`src/rtl/entrada_tempo_pkg.sv`:
```
// Shared types and constants for the microwave time-entry block.
// Holds FSM state encodings, BCD limits and the mm:ss field layout.
package entrada_tempo_pkg;

    localparam int unsigned N_DIGITS = 4;
    localparam int unsigned DIG_W    = 4;
    localparam int unsigned TIME_W   = N_DIGITS * DIG_W;
    localparam int unsigned CNT_W    = 3;
    localparam int unsigned MIN_W    = 8;

    localparam logic [DIG_W-1:0]  DIG_MAX   = 4'd9;
    localparam logic [DIG_W-1:0]  SEC_T_MAX = 4'd5;
    localparam logic [DIG_W-1:0]  SEC_WRAP  = 4'd6;
    localparam logic [MIN_W-1:0]  MIN_SAT   = 8'd99;
    localparam logic [TIME_W-1:0] TIME_SAT  = 16'h9959;

    typedef enum logic [2:0] {
        ST_IDLE,
        ST_ENTRY,
        ST_LOAD,
        ST_RUN,
        ST_FINISH
    } state_e;

    // Field view of a 16-bit BCD time word {min_t, min_u, sec_t, sec_u}
    typedef struct packed {
        logic [DIG_W-1:0] min_t;
        logic [DIG_W-1:0] min_u;
        logic [DIG_W-1:0] sec_t;
        logic [DIG_W-1:0] sec_u;
    } mmss_t;

endpackage

```
`src/rtl/entrada_tempo_if.sv`:
```
// Keypad/control inputs and counter-chain outputs of the time-entry block.
interface entrada_tempo_if;

    logic                                      key_valid;
    logic [entrada_tempo_pkg::DIG_W-1:0]       key_code;
    logic                                      start;
    logic                                      cancel;
    logic                                      count_zero;
    logic [entrada_tempo_pkg::TIME_W-1:0]      entry;
    logic [entrada_tempo_pkg::CNT_W-1:0]       n_digits;
    logic [entrada_tempo_pkg::TIME_W-1:0]      data;
    logic                                      load;
    logic                                      en;
    logic                                      running;
    logic                                      done;

    modport master (
        output key_valid, key_code, start, cancel, count_zero,
        input  entry, n_digits, data, load, en, running, done
    );

    modport slave (
        input  key_valid, key_code, start, cancel, count_zero,
        output entry, n_digits, data, load, en, running, done
    );

endinterface

```
`src/rtl/entrada_tempo_normaliza.sv`:
```
// Combinational mm:ss normaliser: folds seconds 60-99 into the next minute
// and saturates at 99:59 when the minute carry overflows.
module normaliza_tempo
    import entrada_tempo_pkg::*;
(
    input  logic [TIME_W-1:0] entry_i,
    output logic [TIME_W-1:0] data_o
);

    mmss_t            e_c;
    mmss_t            d_c;
    logic [MIN_W-1:0] mins_inc_c;

    assign e_c        = mmss_t'(entry_i);
    assign mins_inc_c = MIN_W'(e_c.min_t) * MIN_W'(10) + MIN_W'(e_c.min_u) + MIN_W'(1);

    always_comb begin
        d_c = e_c;
        if (e_c.sec_t > SEC_T_MAX) begin
            if (mins_inc_c > MIN_SAT) begin
                d_c = mmss_t'(TIME_SAT);
            end else begin
                d_c.sec_t = e_c.sec_t - SEC_WRAP;
                // BCD increment of the minutes pair
                if (e_c.min_u == DIG_MAX) begin
                    d_c.min_u = '0;
                    d_c.min_t = e_c.min_t + DIG_W'(1);
                end else begin
                    d_c.min_u = e_c.min_u + DIG_W'(1);
                end
            end
        end
    end

    assign data_o = TIME_W'(d_c);

endmodule

```
`src/rtl/entrada_tempo.sv`:
```
// Keypad-side writer for the microwave BCD countdown chain: collects digits,
// loads the normalised mm:ss value, enables counting and reports completion.
module entrada_tempo
    import entrada_tempo_pkg::*;
(
    input  logic            clk,
    input  logic            clear,
    entrada_tempo_if.slave  bus
);

    state_e              state_q;
    logic [TIME_W-1:0]   entry_q;
    logic [TIME_W-1:0]   data_q;
    logic [CNT_W-1:0]    ndig_q;
    logic                load_q;
    logic                en_q;
    logic                running_q;
    logic                done_q;
    logic                first_q;

    logic [TIME_W-1:0]   norm_c;
    logic                digit_c;

    assign digit_c = bus.key_valid && (bus.key_code <= DIG_MAX);

    normaliza_tempo u_normaliza (
        .entry_i (entry_q),
        .data_o  (norm_c)
    );

    // Counters load at the end of LOAD, so count_zero is stale until after the
    // first RUN cycle; first_q masks it for that cycle.
    always_ff @(posedge clk) begin
        if (clear) begin
            state_q   <= ST_IDLE;
            entry_q   <= '0;
            data_q    <= '0;
            ndig_q    <= '0;
            load_q    <= 1'b0;
            en_q      <= 1'b0;
            running_q <= 1'b0;
            done_q    <= 1'b0;
            first_q   <= 1'b0;
        end else begin
            load_q <= 1'b0;
            done_q <= 1'b0;
            unique case (state_q)
                ST_IDLE: begin
                    if (digit_c) begin
                        entry_q <= TIME_W'(bus.key_code);
                        ndig_q  <= CNT_W'(1);
                        state_q <= ST_ENTRY;
                    end
                end
                ST_ENTRY: begin
                    if (bus.cancel) begin
                        entry_q <= '0;
                        ndig_q  <= '0;
                        state_q <= ST_IDLE;
                    end else if (bus.start && (entry_q != '0)) begin
                        data_q  <= norm_c;
                        load_q  <= 1'b1;
                        state_q <= ST_LOAD;
                    end else if (digit_c && (ndig_q < CNT_W'(N_DIGITS))) begin
                        entry_q <= {entry_q[TIME_W-DIG_W-1:0], bus.key_code};
                        ndig_q  <= ndig_q + CNT_W'(1);
                    end
                end
                ST_LOAD: begin
                    en_q      <= 1'b1;
                    running_q <= 1'b1;
                    first_q   <= 1'b1;
                    state_q   <= ST_RUN;
                end
                ST_RUN: begin
                    first_q <= 1'b0;
                    if (bus.cancel) begin
                        en_q      <= 1'b0;
                        running_q <= 1'b0;
                        entry_q   <= '0;
                        ndig_q    <= '0;
                        state_q   <= ST_IDLE;
                    end else if (!first_q && bus.count_zero) begin
                        en_q      <= 1'b0;
                        running_q <= 1'b0;
                        done_q    <= 1'b1;
                        entry_q   <= '0;
                        ndig_q    <= '0;
                        state_q   <= ST_FINISH;
                    end
                end
                ST_FINISH: begin
                    state_q <= ST_IDLE;
                end
                default: begin
                    state_q <= ST_IDLE;
                end
            endcase
        end
    end

    assign bus.entry    = entry_q;
    assign bus.n_digits = ndig_q;
    assign bus.data     = data_q;
    assign bus.load     = load_q;
    assign bus.en       = en_q;
    assign bus.running  = running_q;
    assign bus.done     = done_q;

endmodule

```
`src/flat_wrapper.sv`:
```
// flat-port wrapper written by rule: the top's interface ports become plain ports
module entrada_tempo_flat import entrada_tempo_pkg::*;
  (clk, clear, bus_key_valid, bus_key_code, bus_start, bus_cancel, bus_count_zero, bus_entry, bus_n_digits, bus_data, bus_load, bus_en, bus_running, bus_done);
  entrada_tempo_if bus_i ();
  input  logic clk;
  input  logic clear;
  input wire logic [$bits(bus_i.key_valid)-1:0] bus_key_valid;
  input wire logic [$bits(bus_i.key_code)-1:0] bus_key_code;
  input wire logic [$bits(bus_i.start)-1:0] bus_start;
  input wire logic [$bits(bus_i.cancel)-1:0] bus_cancel;
  input wire logic [$bits(bus_i.count_zero)-1:0] bus_count_zero;
  output wire logic [$bits(bus_i.entry)-1:0] bus_entry;
  output wire logic [$bits(bus_i.n_digits)-1:0] bus_n_digits;
  output wire logic [$bits(bus_i.data)-1:0] bus_data;
  output wire logic [$bits(bus_i.load)-1:0] bus_load;
  output wire logic [$bits(bus_i.en)-1:0] bus_en;
  output wire logic [$bits(bus_i.running)-1:0] bus_running;
  output wire logic [$bits(bus_i.done)-1:0] bus_done;
  assign bus_i.key_valid = bus_key_valid;
  assign bus_i.key_code = bus_key_code;
  assign bus_i.start = bus_start;
  assign bus_i.cancel = bus_cancel;
  assign bus_i.count_zero = bus_count_zero;
  assign bus_entry = bus_i.entry;
  assign bus_n_digits = bus_i.n_digits;
  assign bus_data = bus_i.data;
  assign bus_load = bus_i.load;
  assign bus_en = bus_i.en;
  assign bus_running = bus_i.running;
  assign bus_done = bus_i.done;
  entrada_tempo u_core (.clk(clk), .clear(clear), .bus(bus_i));
endmodule
```
`config.mk`:
```
export PLATFORM = sky130hd
export DESIGN_NAME = entrada_tempo_flat
export DESIGN_NICKNAME = d
export VERILOG_FILES = /design/src/rtl/entrada_tempo_pkg.sv /design/src/rtl/entrada_tempo_if.sv /design/src/rtl/entrada_tempo_normaliza.sv /design/src/rtl/entrada_tempo.sv /design/src/flat_wrapper.sv
export SDC_FILE = /design/constraint.sdc
export NUM_CORES = 1
export LEC_CHECK = 0
export ABC_AREA = 1
export BUFFER_PORTS_ARGS = -buffer_cell sky130_fd_sc_hd__buf_2
export CAP_MARGIN = 20
export CORE_AREA = 4 4 99 54
export CTS_BUF_LIST = sky130_fd_sc_hd__clkbuf_16
export DETAILED_ROUTE_END_ITERATION = 8
export DIE_AREA = 0 0 103 58
export GPL_TIMING_DRIVEN = 0
export PLACE_DENSITY_LB_ADDON = 0.1
export SYNTH_ARGS = -nofsm -noshare
export SYNTH_HDL_FRONTEND = slang
export SYNTH_SLANG_ARGS = --single-unit
```
`constraint.sdc`:
```
create_clock -name clk -period 3 [get_ports clk]
set_input_delay 0.3 -clock clk [delete_from_list [all_inputs] [get_ports clk]]
set_output_delay 0.3 -clock clk [all_outputs]
set_load 0.05 [all_outputs]
```
==> results of run 1 <==
-- through the flow --
stage | hold slack (ns) | cell area, µm²
6_report | 0.298 | 2880
5_1_grt | 0.310 | 2880
4_1_cts | 0.293 | 2880
3_5_place_dp | 0.460 | 2740
3_3_place_gp | 0.453 | 2740
2_1_floorplan | 0.460 | 2420
-- path summary, 6_finish.rpt --
path | slack (ns) | endpoint | depth (start not counted) | startpoint
worst max-delay path | 0.22 | u_core.bus.data[4] | 14 | u_core.bus.entry[13]
worst min-delay path | 0.30 | u_core.bus.entry[0] | 3 | bus_key_code[0]
worst max register to register | 0.22 | u_core.bus.data[4] | 14 | u_core.bus.entry[13]
worst min register to register | 0.47 | u_core.bus.data[1] | 2 | u_core.bus.data[1]
-- worst register-to-register path: stages, from the launching register on --
cell and delay (ns):
dfxtp_1 0.49, ha_1 0.30, ha_1 0.21, inv_1 0.07, fa_1 0.45, nor2_2 0.23
nand3_1 0.10, nand3_1 0.07, nand2_1 0.06, nand4_1 0.11, nand3_2 0.16, nand2_4 0.16
nand2_4 0.09, o21bai_1 0.14, inv_1 0.05
-- state kept, by name, summed over array words and instances, names as in the netlist --
| register | count |
|---|---|
| u_core.bus.en | 1 |
| u_core.state_q | 3 |
| u_core.bus.load | 1 |
| u_core.bus.entry | 16 |
| u_core.bus.done | 1 |
| u_core.bus.n_digits | 3 |
| u_core.first_q | 1 |
| u_core.bus.data | 16 |
-- cell families (layout without fill, tap and decap cells) --
group	count (synthesis)	after routing	share of synthesized area
buffers and inverters	56	112	0.104
flip-flops	42	42	0.347
adder cells (fa/ha/maj)	15	15	0.0805
AO/OA/AOI/OAI	67	67	0.157
XOR/XNOR	11	11	0.0398
AND/OR/NAND/NOR	132	132	0.272
-- layer usage --
| layer | vias up | global-route usage | routed length, µm |
|---|---|---|---|
| li1 | 1167 | - | - |
| met1 | 1057 | 0.284 | 2770 |
| met2 | 47 | 0.356 | 2810 |
| met3 | 6 | 0.0445 | 353 |
| met4 | 0 | 0.0535 | 51 |
| met5 | - | 0 | 0 |
-- Yosys cell counts --
cell      instances  area (µm²)
nor2_1           23        86.3
nand4_1           4        25.0
o21ai_0          17        85.1
o211ai_1          1        7.51
nand3_2           2        20.0
nor2_4            2        22.5
inv_2             2        7.51
buf_4             2        15.0
o21bai_1          5        37.5
o22ai_1           1        6.26
nor3b_2           1        12.5
nor2_2            6        37.5
xor2_1            6        52.6
fa_1              1        20.0
o21a_1            6        45.0
nand3_4           1        17.5
o21ai_4           1        16.3
inv_4             1        6.26
a21oi_1          30         150
ha_1             14         175
nand3_1          33         165
nand2_1          48         180
clkbuf_1          4        15.0
o21ai_1           5        25.0
dfxtp_1          42         841
xnor2_1           5        43.8
nand2_2           6        37.5
buf_6             4        45.0
nand3b_1          1        7.51
buf_2             2        10.0
inv_1            41         154
nand2_4           3        33.8
nor4_1            2        12.5
a21boi_1          1        7.51
-- power breakdown --
group	total, mW	leakage (nW)	switching [mW]	internal, mW
sequential	0.631	0.341	0.0381	0.593
clock	0.522	0.0672	0.219	0.304
combinational	0.418	1.01	0.294	0.124
-- layout by cell type (no fill, tap or decap), drive strengths merged --
cell       n
inv       44
dfxtp     42
xnor2      5
nor4       2
clkinvlp   1
o21a       6
xor2       6
nand4      4
o211ai     1
nand3b     1
nor3b      1
clkbuf     9
a21oi     30
nor2      31
fa         1
clkinv     2
o22ai      1
nand2     57
nand3     36
o21bai     5
ha        14
a21boi     1
o21ai     23
buf       56
-- layout make-up --
cell class	instances	area (µm²)
plain buffers	12	85.1
clock buffers	5	125
clock inverters	3	16.3
fillers	398	1510
inverters	44	168
multi-input cells	225	1330
flip-flops and latches	42	841
well taps	57	71.3
repair buffers	48	240
==> results.cfg, run 1 <==
[outcome]
status = complete, no violations

[global_routing]
first_global_vias = 2185
grt_overflow_total = 0
grt_max_degree = 14
grt_pass1_wl_mm = 10.1
grt_usage = 0.213
antenna_found_initial = 0

[cts]
cts_sinks = 42
post_cts_buffers = 0
cts_resized = 0
clk_path_buf_depth = 2
cts_root_buffer = clkbuf_16
clk_pin_slew_ns = 0.06
clk_latency_ns = 0.29
cts_tree = done
cts_buffers = 5
htree_levels = 2
cts_hold_buf = 0

[drt]
wl_mm = 5.98
vias_per_cell = 5.22
antenna_left = 0
wl_per_cell_um = 13.7
drt_iter0_markers = 88
drc_errors = 0
vias = 2277
dr.pass1.iters = 4

[placed_design]
place.gp.congestion = 0.820
hpwl_mm = 4.58
dp_cells = 428
numPortBuffers = 48
dp_slack_ns = 0.247

[worst_setup_path]
slowest_delay_ns = 0.49
worstSetupStartpointType = register
arrival_ns = 2.96
crit_family = simple AND/OR/NAND/NOR gates
crit_type = register to register
path_cells = ha_1 -> ha_1 -> inv_1 -> fa_1 -> nor2_2 -> nand3_1 -> nand3_1 -> nand2_1 -> nand4_1 -> nand3_2 -> nand2_4 -> nand2_4 -> o21bai_1 -> inv_1
cp_slowest_cell = dfxtp_1
worstPathMaxFanout = 7
crit_buf_inv = 2
cp.required_ns = 3.18
crit_path_end_kind = register

[min_path]
min-delay-path-class = input pin to register

[sta]
slew_headroom = 0.643
finalMaxSlewViolations = 0
fin_ws_ns = 0.223
setup_viol = 0
hold_viol = 0
fin_skew_ns = 0.00449
fin_crit_ns = 2.78
fmax_mhz = 360
worstMarginPinSlew_ns = 0.535
rsz0062_at_grt = false
period_share = 0.926
setup_tns_ns = 0

[logic_synthesis]
syn_inst = 323
syn_nets = 348
ys_ff_latch = 42
yosys_warnings = 0
syn_area_um2 = 2420
yosysUniqueCellTypes = 34
syn_avg_cell_area_um2 = 7.50
seq_area_frac_synth = 0.347

[floorplanning]
coreArea_um2 = 4380
dieArea_um2 = 5970
die_y_um = 58
io_pins = 49
fp-row-count = 17
start_util = 0.553
fp.dieW_um = 103

[job]
maxCapViolations = 0

[power_and_ir_drop]
vdd_drop_max_mv = 0.294
power_density_nw_per_um2 = 546
leakage_nw = 1.42
power_mw = 1.57

[cells_and_area]
num_antenna_cells = 0
post-route-util = 0.656
final_cells = 436
finalNetCount = 403
area_growth_pct = 18.7
drive_gt1_frac = 0.232
(Power assumes the default switching activity.)
==> run 2: changes to the inputs <==
- CORE_AREA: 4 4 99 54 -> 4 4 96 53
- DIE_AREA: 0 0 103 58 -> 0 0 100 57
- SETUP_SLACK_MARGIN: not set -> 0.2
- clock period: 3 -> 3.23 ns (I/O delays scaled with it)
==> results.cfg, run 2 (same netlist as run 1, synthesis figures left out) <==
[outcome]
status = complete, no violations

[floorplanning]
fp-row-count = 17
fp.dieW_um = 100
coreArea_um2 = 4230
io_pins = 49
dieArea_um2 = 5700
die_y_um = 57
start_util = 0.573

[global_routing]
first_global_vias = 2097
grt_usage = 0.225
grt_max_degree = 16
grt_overflow_total = 0
antenna_found_initial = 0
grt_pass1_wl_mm = 10.3

[placed_design]
numPortBuffers = 48
hpwl_mm = 4.58
place.gp.congestion = 0.842

[sta]
setup_tns_ns = 0
worstMarginPinSlew_ns = 0.543
hold_viol = 0
period_share = 0.857
fin_crit_ns = 2.77
fin_skew_ns = 0.00585
setup_viol = 0
finalMaxSlewViolations = 0
fmax_mhz = 361
slew_headroom = 0.638
rsz0062_at_grt = false

[worst_setup_path]
slowest_delay_ns = 0.49
path_cells = ha_1 -> ha_1 -> inv_1 -> fa_1 -> nor2_2 -> nand3_1 -> nand3_1 -> nand2_1 -> nand4_1 -> nand3_2 -> nand2_4 -> nand2_4 -> o21bai_1 -> inv_1
r2r_cells = 14
cp.required_ns = 3.41
worstPathMaxFanout = 7
worstSetupStartpointType = register
crit_path_end_kind = register
cp_slowest_cell = dfxtp_1
crit_type = register to register
arrival_ns = 2.95
r2r-start = u_core.bus.entry[13]
r2r_slack_ns = 0.46
r2r-end = u_core.bus.data[6]

[job]
maxCapViolations = 0

[drt]
vias = 2312
drc_errors = 0
vias_per_cell = 5.30
wl_per_cell_um = 14.2
wl_mm = 6.18
drt_iter0_markers = 130
dr.pass1.iters = 4
antenna_left = 0

[min_path]
hold_path_depth = 3
hp-start = bus_key_code[0]
whs_endpoint = u_core.bus.entry[0]
min-delay-path-class = input pin to register

[cells_and_area]
num_antenna_cells = 0
layout_common_cells = buf_2 (50), nand2_1 (48), dfxtp_1 (42)
seq_area_um2 = 841
drive_gt1_frac = 0.235
area_growth_pct = 19.0
multi_input_area_um2 = 1330
finalNetCount = 403
fill_cells = 351
final_common_cell = buf_2
post-route-util = 0.681

[cts]
cts_root_buffer = clkbuf_16
clk_pin_slew_ns = 0.07
cts_sinks = 42
cts_hold_buf = 0
clk_latency_ns = 0.29
cts_tree = done
cts_buffers = 5
htree_levels = 2
clk_path_buf_depth = 2
post_cts_buffers = 0
cts_resized = 0

[power_and_ir_drop]
leakage_nw = 1.41
vdd_drop_max_mv = 0.292
power_mw = 1.49
power_density_nw_per_um2 = 518
run 2: cell count changes in the layout (fill, tap and decap cells not counted), sizes merged:
cell	change
clkinvlp	+1
inv	+1
clkinv	-2
run 2: how the worst max path moves through the flow:
stage                               from                   to  slack (ns)  cells past startpoint
global route        u_core.bus.entry[13]   u_core.bus.data[4]        0.29                     14
floorplan           u_core.bus.entry[13]   u_core.bus.data[4]        0.46                     14
finish              u_core.bus.entry[13]   u_core.bus.data[6]        0.46                     14
global placement    u_core.bus.entry[13]  u_core.bus.data[11]        0.54                     14
CTS                 u_core.bus.entry[13]   u_core.bus.data[4]        0.49                     14
detailed placement  u_core.bus.entry[13]   u_core.bus.data[4]        0.50                     14
run 2: cell type report:
type,instances,area share
tap,57,0.0247
multi-input combinational,225,0.461
inverter,44,0.0581
clock inverter,3,0.00824
clock buffer,5,0.0434
sequential,42,0.292
timing repair buffer,48,0.0833
buffer,12,0.0295
run 2: metrics by stage:
step	cell area (µm²)	hold WS [ns]	setup WS (ns)	cells
after floorplan	2420	0.478	0.464	323
after global placement	2740	0.458	0.542	428
after detailed placement	2740	0.456	0.504	428
after CTS	2880	0.305	0.491	436
after global routing	2880	0.308	0.295	436
final	2880	0.298	0.461	436
run 2: metal layers:
layer	share of wire	vias to the layer above	track usage
li1	-	1165	-
met1	0.50	1066	0.340
met2	0.43	74	0.341
met3	0.062	7	0.0403
met4	0.0061	0	0.0384
met5	0	-	0
run 2: critical path: cells and delay by family, from the launching register on:
kind / cells / cell delay (ns)
AO/OA/AOI/OAI: 1 / 0.13
adder cells (fa/ha/maj): 3 / 0.97
buffers and inverters: 2 / 0.12
AND/OR/NAND/NOR: 8 / 0.96
flip-flops: 1 / 0.49
run 2: power breakdown:
part | switching (mW) | internal (mW)
Combinational | 0.279 | 0.116
Clock | 0.221 | 0.289
Sequential | 0.0366 | 0.550
==> run 3: changes to the inputs <==
- CELL_PAD_IN_SITES_DETAIL_PLACEMENT: not set -> 0
- CELL_PAD_IN_SITES_GLOBAL_PLACEMENT: not set -> 2
- CORE_AREA: 4 4 96 53 -> 4 4 127 68
- DIE_AREA: 0 0 100 57 -> 0 0 131 72
==> results.cfg, run 3 (same netlist as run 1, synthesis figures left out) <==
[drt]
antenna_left = 0
wl_mm = 6.93
drt_iter0_markers = 111
wl_per_cell_um = 14.5
dr.pass1.iters = 4
vias = 2231
drc_errors = 0
vias_per_cell = 4.66

[cells_and_area]
num_antenna_cells = 0
area_growth_pct = 22.0
layout_common_cells = buf_2 (50), nand2_1 (48), dfxtp_1 (42)
multi_input_area_um2 = 1330
finalNetCount = 403
drive_gt1_frac = 0.235
fill_cells = 823
seq_area_um2 = 841
final_common_cell = buf_2

[job]
maxCapViolations = 0

[sta]
finalMaxSlewViolations = 0
holdWs_ns = 0.299
slew_headroom = 0.608
fin_crit_ns = 2.74
worstMarginPinSlew_ns = 0.588
fin_skew_ns = 0.00442
hold_viol = 0
period_share = 0.848
setup_viol = 0
rsz0062_at_grt = false
fmax_mhz = 365
setup_tns_ns = 0

[cts]
cts_root_buffer = clkbuf_16
htree_levels = 2
cts_hold_buf = 0
clk_path_buf_depth = 2
post_cts_buffers = 0
clk_pin_slew_ns = 0.06
cts_sinks = 42
cts_tree = done
cts_resized = 0
clk_latency_ns = 0.29
cts_buffers = 5

[placed_design]
place.gp.congestion = 0.770
hpwl_mm = 5.32
numPortBuffers = 48

[worst_setup_path]
cp_slowest_cell = dfxtp_1
arrival_ns = 2.93
worstSetupStartpointType = register
worstSetupPathDepth = 14
crit_type = register to register
r2r_cells = 14
crit_buf_inv = 2
crit_path_end_kind = register
cp.required_ns = 3.42
worstPathMaxFanout = 7
crit_family = adder cells
path_cells = ha_1 -> ha_1 -> inv_1 -> fa_1 -> nor2_2 -> nand3_1 -> nand3_1 -> nand2_1 -> nand4_1 -> nand3_2 -> nand2_4 -> nand2_4 -> o21bai_1 -> inv_1
slowest_delay_ns = 0.48

[outcome]
status = complete, no violations

[power_and_ir_drop]
leakage_nw = 1.43
vdd_drop_max_mv = 0.219
power_density_nw_per_um2 = 535

[min_path]
min-delay-path-class = input pin to register
hold_path_depth = 3

[global_routing]
first_global_vias = 2164
antenna_found_initial = 0
grt_max_degree = 15
grt_usage = 0.160
grt_pass1_wl_mm = 11.5
grt_overflow_total = 0

[floorplanning]
fp.dieW_um = 131
die_y_um = 72
io_pins = 49
fp-row-count = 23
dieArea_um2 = 9430
start_util = 0.315
coreArea_um2 = 7680
-- run 3: power breakdown --
part / total [mW] / internal (mW) / switching, mW
clock network: 0.594 / 0.367 / 0.228
logic: 0.402 / 0.117 / 0.285
registers: 0.587 / 0.550 / 0.0367
total: 1.58 / 1.03 / 0.549
-- run 3: metal layers --
| metal | part of all wire | track usage | up-vias |
|---|---|---|---|
| met5 | 0 | 0 | - |
| met3 | 0.043 | 0.0426 | 7 |
| met4 | 0.0085 | 0.0376 | 0 |
| met1 | 0.56 | 0.248 | 1012 |
| li1 | - | - | 1174 |
| met2 | 0.39 | 0.218 | 38 |
-- run 3: path summary, 6_finish.rpt --
kind | from | endpoint | slack (ns)
max | u_core.bus.entry[13] | u_core.bus.data[4] | 0.49
min | bus_key_code[0] | u_core.bus.entry[0] | 0.30
max reg2reg | u_core.bus.entry[13] | u_core.bus.data[4] | 0.49
min reg2reg | u_core.bus.data[1] | u_core.bus.data[1] | 0.47
-- run 3: tightest hold or removal path, stage by stage --
cell     delay, ns
buf_2         0.10
nand3_1       0.07
a21oi_1       0.05
-- run 3: layout make-up --
cell class | count | share of cell area
Sequential cell | 42 | 0.284
Tap cell | 100 | 0.0423
Inverter | 44 | 0.0567
Buffer | 12 | 0.0288
Clock inverter | 3 | 0.0148
Timing Repair Buffer | 48 | 0.0812
Clock buffer | 5 | 0.0423
Multi-Input combinational cell | 225 | 0.450
-- run 3: metrics by stage --
step / instances / util / setup slack (ns) / cell area, µm² / total power [mW]
after floorplan: 323 / - / 0.464 / 2420 / 0.891
after global placement: 471 / 0.363 / 0.448 / 2790 / 1.00
after detailed placement: 471 / 0.363 / 0.477 / 2790 / 1.00
after CTS: 479 / 0.385 / 0.465 / 2960 / 1.60
after global routing: 479 / 0.385 / 0.278 / 2960 / 1.67
final: 479 / 0.385 / 0.490 / 2960 / 1.58
